===== config.mk =====
export PLATFORM = sky130hd
export DESIGN_NAME = ptmch_spi_rx
export DESIGN_NICKNAME = d
export VERILOG_FILES = /design/src/rtl/ptmch_pkg.sv /design/src/rtl/ptmch_sync_bit.sv /design/src/rtl/ptmch_spi_rx.sv
export SDC_FILE = /design/constraint.sdc
export NUM_CORES = 1
export LEC_CHECK = 0
export BUFFER_PORTS_ARGS = -buffer_cell sky130_fd_sc_hd__buf_2
export CORE_MARGIN = 2
export CORE_UTILIZATION = 56
export DETAILED_ROUTE_END_ITERATION = 10
export GPL_TIMING_DRIVEN = 1
export PLACE_DENSITY = 0.76
export SYNTH_ARGS = -nofsm -noshare
export SYNTH_HDL_FRONTEND = slang
export SYNTH_SLANG_ARGS = --single-unit

===== constraint.sdc =====
create_clock -name CLK160M -period 2.4 [get_ports CLK160M]
set_clock_uncertainty 0.15 [all_clocks]
set_input_delay 0.12 -clock CLK160M [delete_from_list [all_inputs] [get_ports CLK160M]]
set_output_delay 0.12 -clock CLK160M [all_outputs]
set_load 0.01 [all_outputs]

===== src/rtl/ptmch_pkg.sv =====
// Shared types and defaults for the pattern-match trigger SPI front end.
//   spi_rx_st_t     receiver FSM state encoding
//   SPI_WORD_W_DEF  default received word width
//   cs_level_on()   maps a raw chip-select level to "selected" for either polarity
package ptmch_pkg;

  typedef enum logic {
    IDLE  = 1'b0,
    SHIFT = 1'b1
  } spi_rx_st_t;

  localparam int unsigned SPI_WORD_W_DEF   = 16;
  localparam int unsigned SPI_SYNC_STG_DEF = 2;

  // True when the chip-select level means "slave selected".
  function automatic logic cs_level_on(input logic cs, input logic act_low);
    return act_low ? ~cs : cs;
  endfunction

endpackage


===== src/rtl/ptmch_sync_bit.sv =====
// N-stage synchroniser for one asynchronous input bit.
//   clk    sampling clock
//   rst_n  asynchronous active-low reset; all stages load P_RST_VAL
//   d      asynchronous input
//   q      synchronised output (last stage)
module ptmch_sync_bit #(
  parameter int unsigned P_STAGES  = 2,
  parameter logic        P_RST_VAL = 1'b0
) (
  input  logic clk,
  input  logic rst_n,
  input  logic d,
  output logic q
);

  logic [P_STAGES-1:0] stg;

  // Plain shift chain; stage 0 is the metastability catcher.
  always_ff @(posedge clk or negedge rst_n) begin
    if (!rst_n) begin
      stg <= {P_STAGES{P_RST_VAL}};
    end else begin
      stg <= {stg[P_STAGES-2:0], d};
    end
  end

  assign q = stg[P_STAGES-1];

endmodule


===== src/rtl/ptmch_spi_rx.sv =====
// SPI mode-0 slave receiver, oversampled in the CLK160M domain.
// Deserialises each chip-select frame into P_WORD_W-bit words and flags
// frames released with a partial word pending.
//   CLK160M     system clock (sole clock)
//   RESET_N     asynchronous active-low reset
//   SPI_CS      chip select (async), polarity per P_CS_ACT_LOW
//   SPI_CLK     SPI clock (async), sampled on its rising edge
//   SPI_MOSI    SPI data (async)
//   RX_DATA     last completed word, held until the next completion
//   RX_VALID    one-cycle strobe: RX_DATA updated
//   RX_SOF      with RX_VALID: word is the first of its frame
//   RX_FRM_ERR  one-cycle strobe: frame ended with 1..P_WORD_W-1 bits pending
//   RX_BUSY     high while the receiver is in SHIFT
module ptmch_spi_rx
  import ptmch_pkg::*;
#(
  parameter int unsigned P_WORD_W     = SPI_WORD_W_DEF,
  parameter int unsigned P_SYNC_STG   = SPI_SYNC_STG_DEF,
  parameter bit          P_CS_ACT_LOW = 1'b1,
  parameter bit          P_MSB_FIRST  = 1'b1
) (
  input  logic                CLK160M,
  input  logic                RESET_N,
  input  logic                SPI_CS,
  input  logic                SPI_CLK,
  input  logic                SPI_MOSI,
  output logic [P_WORD_W-1:0] RX_DATA,
  output logic                RX_VALID,
  output logic                RX_SOF,
  output logic                RX_FRM_ERR,
  output logic                RX_BUSY
);

  localparam int unsigned      CNT_W       = (P_WORD_W > 1) ? $clog2(P_WORD_W) : 1;
  localparam logic [CNT_W-1:0] CNT_LAST    = CNT_W'(P_WORD_W - 1);
  localparam logic             CS_IDLE_LVL = P_CS_ACT_LOW ? 1'b1 : 1'b0;
  localparam int unsigned      WARM_W      = P_SYNC_STG + 1;

  // Synchronised inputs and edge-detect history
  logic cs_s;
  logic sck_s;
  logic mosi_s;
  logic sck_d;
  logic cs_d;

  logic cs_on;
  logic cs_d_on;
  logic sck_rise;

  // Receiver state
  spi_rx_st_t          state;
  spi_rx_st_t          state_nxt;
  logic [CNT_W-1:0]    cnt;
  logic [CNT_W-1:0]    cnt_nxt;
  logic [P_WORD_W-1:0] sr;
  logic [P_WORD_W-1:0] sr_nxt;
  logic [P_WORD_W-1:0] sr_shift;
  logic                first_word;
  logic                first_nxt;
  logic [WARM_W-1:0]   warm;
  logic                armed;
  logic                armed_nxt;

  // Next output values
  logic [P_WORD_W-1:0] data_nxt;
  logic                valid_nxt;
  logic                sof_nxt;
  logic                err_nxt;

  // Equal-depth synchronisers keep CS/SCK/MOSI mutually aligned.
  ptmch_sync_bit #(
    .P_STAGES  (P_SYNC_STG),
    .P_RST_VAL (CS_IDLE_LVL)
  ) u_sync_cs (
    .clk   (CLK160M),
    .rst_n (RESET_N),
    .d     (SPI_CS),
    .q     (cs_s)
  );

  ptmch_sync_bit #(
    .P_STAGES  (P_SYNC_STG),
    .P_RST_VAL (1'b0)
  ) u_sync_sck (
    .clk   (CLK160M),
    .rst_n (RESET_N),
    .d     (SPI_CLK),
    .q     (sck_s)
  );

  ptmch_sync_bit #(
    .P_STAGES  (P_SYNC_STG),
    .P_RST_VAL (1'b0)
  ) u_sync_mosi (
    .clk   (CLK160M),
    .rst_n (RESET_N),
    .d     (SPI_MOSI),
    .q     (mosi_s)
  );

  // History flops for edge detection
  always_ff @(posedge CLK160M or negedge RESET_N) begin
    if (!RESET_N) begin
      sck_d <= 1'b0;
      cs_d  <= CS_IDLE_LVL;
    end else begin
      sck_d <= sck_s;
      cs_d  <= cs_s;
    end
  end

  assign cs_on    = cs_level_on(cs_s, P_CS_ACT_LOW);
  assign cs_d_on  = cs_level_on(cs_d, P_CS_ACT_LOW);
  assign sck_rise = sck_s & ~sck_d;

  // Next shift-register value for the current MOSI sample
  assign sr_shift = P_MSB_FIRST ? {sr[P_WORD_W-2:0], mosi_s}
                                : {mosi_s, sr[P_WORD_W-1:1]};

  // Marks when the CS history flop holds a genuine post-reset sample rather
  // than the reset level, so a frame in flight at reset cannot be joined.
  always_ff @(posedge CLK160M or negedge RESET_N) begin
    if (!RESET_N) begin
      warm <= '0;
    end else begin
      warm <= {warm[WARM_W-2:0], 1'b1};
    end
  end

  // State register and registered outputs
  always_ff @(posedge CLK160M or negedge RESET_N) begin
    if (!RESET_N) begin
      state      <= IDLE;
      cnt        <= '0;
      sr         <= '0;
      first_word <= 1'b0;
      armed      <= 1'b0;
      RX_DATA    <= '0;
      RX_VALID   <= 1'b0;
      RX_SOF     <= 1'b0;
      RX_FRM_ERR <= 1'b0;
      RX_BUSY    <= 1'b0;
    end else begin
      state      <= state_nxt;
      cnt        <= cnt_nxt;
      sr         <= sr_nxt;
      first_word <= first_nxt;
      armed      <= armed_nxt;
      RX_DATA    <= data_nxt;
      RX_VALID   <= valid_nxt;
      RX_SOF     <= sof_nxt;
      RX_FRM_ERR <= err_nxt;
      RX_BUSY    <= (state_nxt == SHIFT);
    end
  end

  // Next-state and output logic
  always_comb begin
    state_nxt = state;
    cnt_nxt   = cnt;
    sr_nxt    = sr;
    first_nxt = first_word;
    data_nxt  = RX_DATA;
    valid_nxt = 1'b0;
    sof_nxt   = 1'b0;
    err_nxt   = 1'b0;
    armed_nxt = armed | (warm[WARM_W-1] & ~cs_d_on);

    case (state)
      IDLE: begin
        cnt_nxt = '0;
        sr_nxt  = '0;
        if (cs_on && armed) begin
          state_nxt = SHIFT;
          first_nxt = 1'b1;
        end
      end

      SHIFT: begin
        // An edge coincident with CS release is consumed before the exit.
        if (sck_rise) begin
          sr_nxt = sr_shift;
          if (cnt == CNT_LAST) begin
            data_nxt  = sr_shift;
            valid_nxt = 1'b1;
            sof_nxt   = first_word;
            first_nxt = 1'b0;
            cnt_nxt   = '0;
          end else begin
            cnt_nxt = cnt + CNT_W'(1);
          end
        end
        if (!cs_on) begin
          state_nxt = IDLE;
          err_nxt   = (cnt_nxt != '0);
          cnt_nxt   = '0;
          sr_nxt    = '0;
        end
      end

      default: begin
        state_nxt = IDLE;
      end
    endcase
  end

endmodule


==> summary by stage <==
Status
The flow ran to the end, and the final reports show no timing, DRC or antenna violations.

STA
In the finished design, the share of the clock period the worst path needs comes to 0.798. Based on the critical path, the design can be clocked at up to 522 MHz. The number of setup violations in the final report is 0.

The final-report max-slew violation count was 0. For the pin with the worst max-slew slack, the measured transition is 0.790 ns. Setup repair after global routing left no endpoint under its margin.

The headroom to the max-slew limit is 0.473. The summed negative setup slack over all endpoints is 0 ns. The worst path in the final design needs a cycle of 1.92 ns, including I/O delays and setup. The final count of hold timing violations was 0.

Worst setup path
The category of the worst setup path launch point is a register. The critical path in this run is classified as reg2reg. Of all nets on the critical path, the largest fanout is 18. The type of destination of the critical path is a register. The required time at the worst-slack endpoint is 2.51 ns.

The endpoint arrival time on the critical path is 2.02 ns.

Logic synthesis
The number of cells produced by synthesis is 155. The average instance in the mapped netlist occupies 12.7 um^2. Synthesis inferred 52 register bits. The dominant combinational cell family by area after synthesis is simple AND/OR/NAND/NOR gates. The compound-cell area share of the yosys netlist is 0.0692. For this run, the register share of the synthesized area comes to 0.662. Measured against the total synthesized area, the mux share comes to 0.107. Of the post-synthesis cell area, the dominant cell type holds 0.622.

Of the total synthesized cell area, the portion taken by full adders, half adders and majority gates is 0.00635. The Yosys warning count is 0. After synthesis, the cell types taking the most area are dfrtp_1, nand2_1, mux2_4. The biggest area consumer among synthesized cells is dfrtp_1. The post-synthesis xor/xnor area fraction is 0.00889. In this run the cell area of the synthesized design comes to a little under 2000 um^2. When the netlist entered floorplanning its net count stood at 161. Of the total synthesized cell area, the portion taken by AND, OR, NAND and NOR gates is 0.112. The number of different library cells used by synthesis comes to 26.

Routing
Before antenna repair, the detailed router went through 4 iterations. For this run, design rule violations remaining after detail routing come to 0. The number of nets with antenna violations after routing is 0. The routed via count divided by cell count is 5.11. The routed length per placed instance is 13.0 um.

The number of DRC markers in iteration 0 is 66. The total via count after detailed routing is 1191. The routed design has 3020 um of wire.

Clock network
The H-tree depth reported by CTS is 2. The number of clock buffers inserted by TritonCTS is 5. TritonCTS built the clock tree. CTS placed an instance of clkbuf_4 at the clock tree root. Counting along the longest clock path gives a buffer depth of 2.

Clock-pin slew was measured on the worst setup and hold paths at 0.14 ns. Clock tree synthesis found a total of 52 sinks. The number of instances resized during post-cts repair is 0. Clock latency on the worst-skew pair, taken at its later pin, is 0.36 ns.

Power
The total leakage power is 0.00109 uW. The worst-case IR drop observed on VDD is roughly 0.42 mV. Dividing total power by cell area gives a power density of 606 nW/um^2. Power comes to ~1300 uW.

Placed design
Routability-driven placement finished with a final weighted congestion of a little over 0.8. The quantity of I/O buffers inserted on ports is 24. Summing all placed instances gives a cell area of 2110 um^2. Summed over all nets, the half-perimeter wirelength after detailed placement is about 2100 um.

Die
The die span in x is 63.3 um. The die outline height is 63.3 um. The die covers 4010 um^2. 25 I/O pins were placed. The core region area is 3360 um^2. The effective utilization at floorplan is 0.586. The floorplan has 21 rows.

Global route
The number of antenna violations at the first check in global routing is 0. Entering global routing, the biggest net connects 39 pins. The via count of the first global-routing pass is 1161. After global routing the overflow that remains totals 0. Across every metal layer, demand over resource in global routing totals 0.177. The global-route wire length before repair is ~5400 um.

Layout
The most common cell after layout, fill and taps aside is dfrtp_1. The area overhead of the layout relative to synthesis is 12.2%. The antenna diode count is 0. The final instance area is roughly 2200 um^2. The fraction of final layout cells sized beyond drive strength 1 is 0.299. The top cell types in the final layout, fill and taps aside, are dfrtp_1, nand2_1, buf_2. The filler cells instantiated in the layout total 276. The net count reported at finish is 192. Measured on the finished design, the core utilization comes to 0.657.

Hold path
The worst hold path belongs to the class reg2reg.

Job
Across the run, the number of max-cap violations was 0.
[cell usage after synthesis]
master,n
buf_12,2
nand3_1,1
buf_2,2
o31ai_1,1
mux2_4,8
ha_1,1
or3_1,1
and3_4,2
and2b_1,1
mux2_2,8
nand2_1,37
conb_1,1
inv_1,1
and2_1,1
nor3_1,1
a32oi_1,1
a21oi_1,18
a31oi_1,1
a21o_1,2
nor2_1,6
dfstp_2,3
clkbuf_1,3
dfrtp_1,49
nand2b_1,1
o2bb2ai_1,1
xor2_1,2
[final cells by class]
type | count | area (um^2) | share of cell area
Clock buffer | 6 | 51.3 | 0.0232
Clock inverter | 2 | 10.0 | 0.00453
Inverter | 1 | 3.75 | 0.00170
Multi-Input combinational cell | 95 | 601 | 0.272
Sequential cell | 52 | 1310 | 0.590
Tap cell | 46 | 57.6 | 0.0260
Timing Repair Buffer | 31 | 183 | 0.0826
[sequential cells by signal, indices dropped and copies added, names as in the netlist]
register / cells
sck_d: 1
cnt: 4
u_sync_mosi.stg: 2
RX_SOF: 1
cs_d: 1
sr: 15
state: 1
RX_VALID: 1
first_word: 1
u_sync_sck.stg: 2
RX_FRM_ERR: 1
warm: 3
RX_DATA: 16
u_sync_cs.stg: 2
armed: 1
[report_power, final]
part	internal, uW	switching (uW)
logic	15.3	37.8
clock network	140	250
registers	890	6.23
[final timing paths]
kind                               to  slack (ns)  startpoint  depth (start not counted)
hold / removal                warm[1]        0.21     warm[0]                          0
min in group asynchronous      cnt[1]        0.22     RESET_N                          2
hold reg to reg               warm[1]        0.21     warm[0]                          0
max in group asynchronous       sr[6]        1.18     RESET_N                          3
setup / recovery           RX_DATA[2]        0.48      cnt[1]                          4
setup reg to reg           RX_DATA[2]        0.48      cnt[1]                          4
[routing by layer]
| metal | GRT usage | wire length, um | up-vias |
|---|---|---|---|
| li1 | - | - | 574 |
| met1 | 0.240 | 1400 | 579 |
| met2 | 0.275 | 1400 | 33 |
| met3 | 0.0625 | 189 | 5 |
| met4 | 0.0462 | 36 | 0 |
| met5 | 0 | 0 | - |
[cell families after synthesis]
kind of cell,count (synthesis)
xor gates and xnor gates,2
other,1
buffers and inverters,8
DFF,52
adders and majority gates,1
muxes,16
AOI/OAI and AO/OA,24
and+or+nand+nor,51
[timing repair]
item / in CTS / in global routing
buffers inserted: 0 / 0
hold buffers: 4 / 0
hold endpoints to repair: 37 / 0
[metrics by stage]
| stage | setup WS [ns] | hold slack (ns) | cells |
|---|---|---|---|
| floorplan | 0.603 | -0.326 | 155 |
| global placement | 0.583 | 0.0747 | 221 |
| detailed placement | 0.509 | 0.0766 | 221 |
| CTS | 0.480 | 0.214 | 233 |
| global route | 0.384 | 0.213 | 233 |
| finish | 0.484 | 0.213 | 233 |
[critical path, cell delays in order, from the launching register on]
cell     delay, ns
dfrtp_1       0.43
ha_1          0.26
and3_4        0.22
and3_4        0.37
mux2_2        0.37
Note: power is estimated with default switching activity, not from simulation.
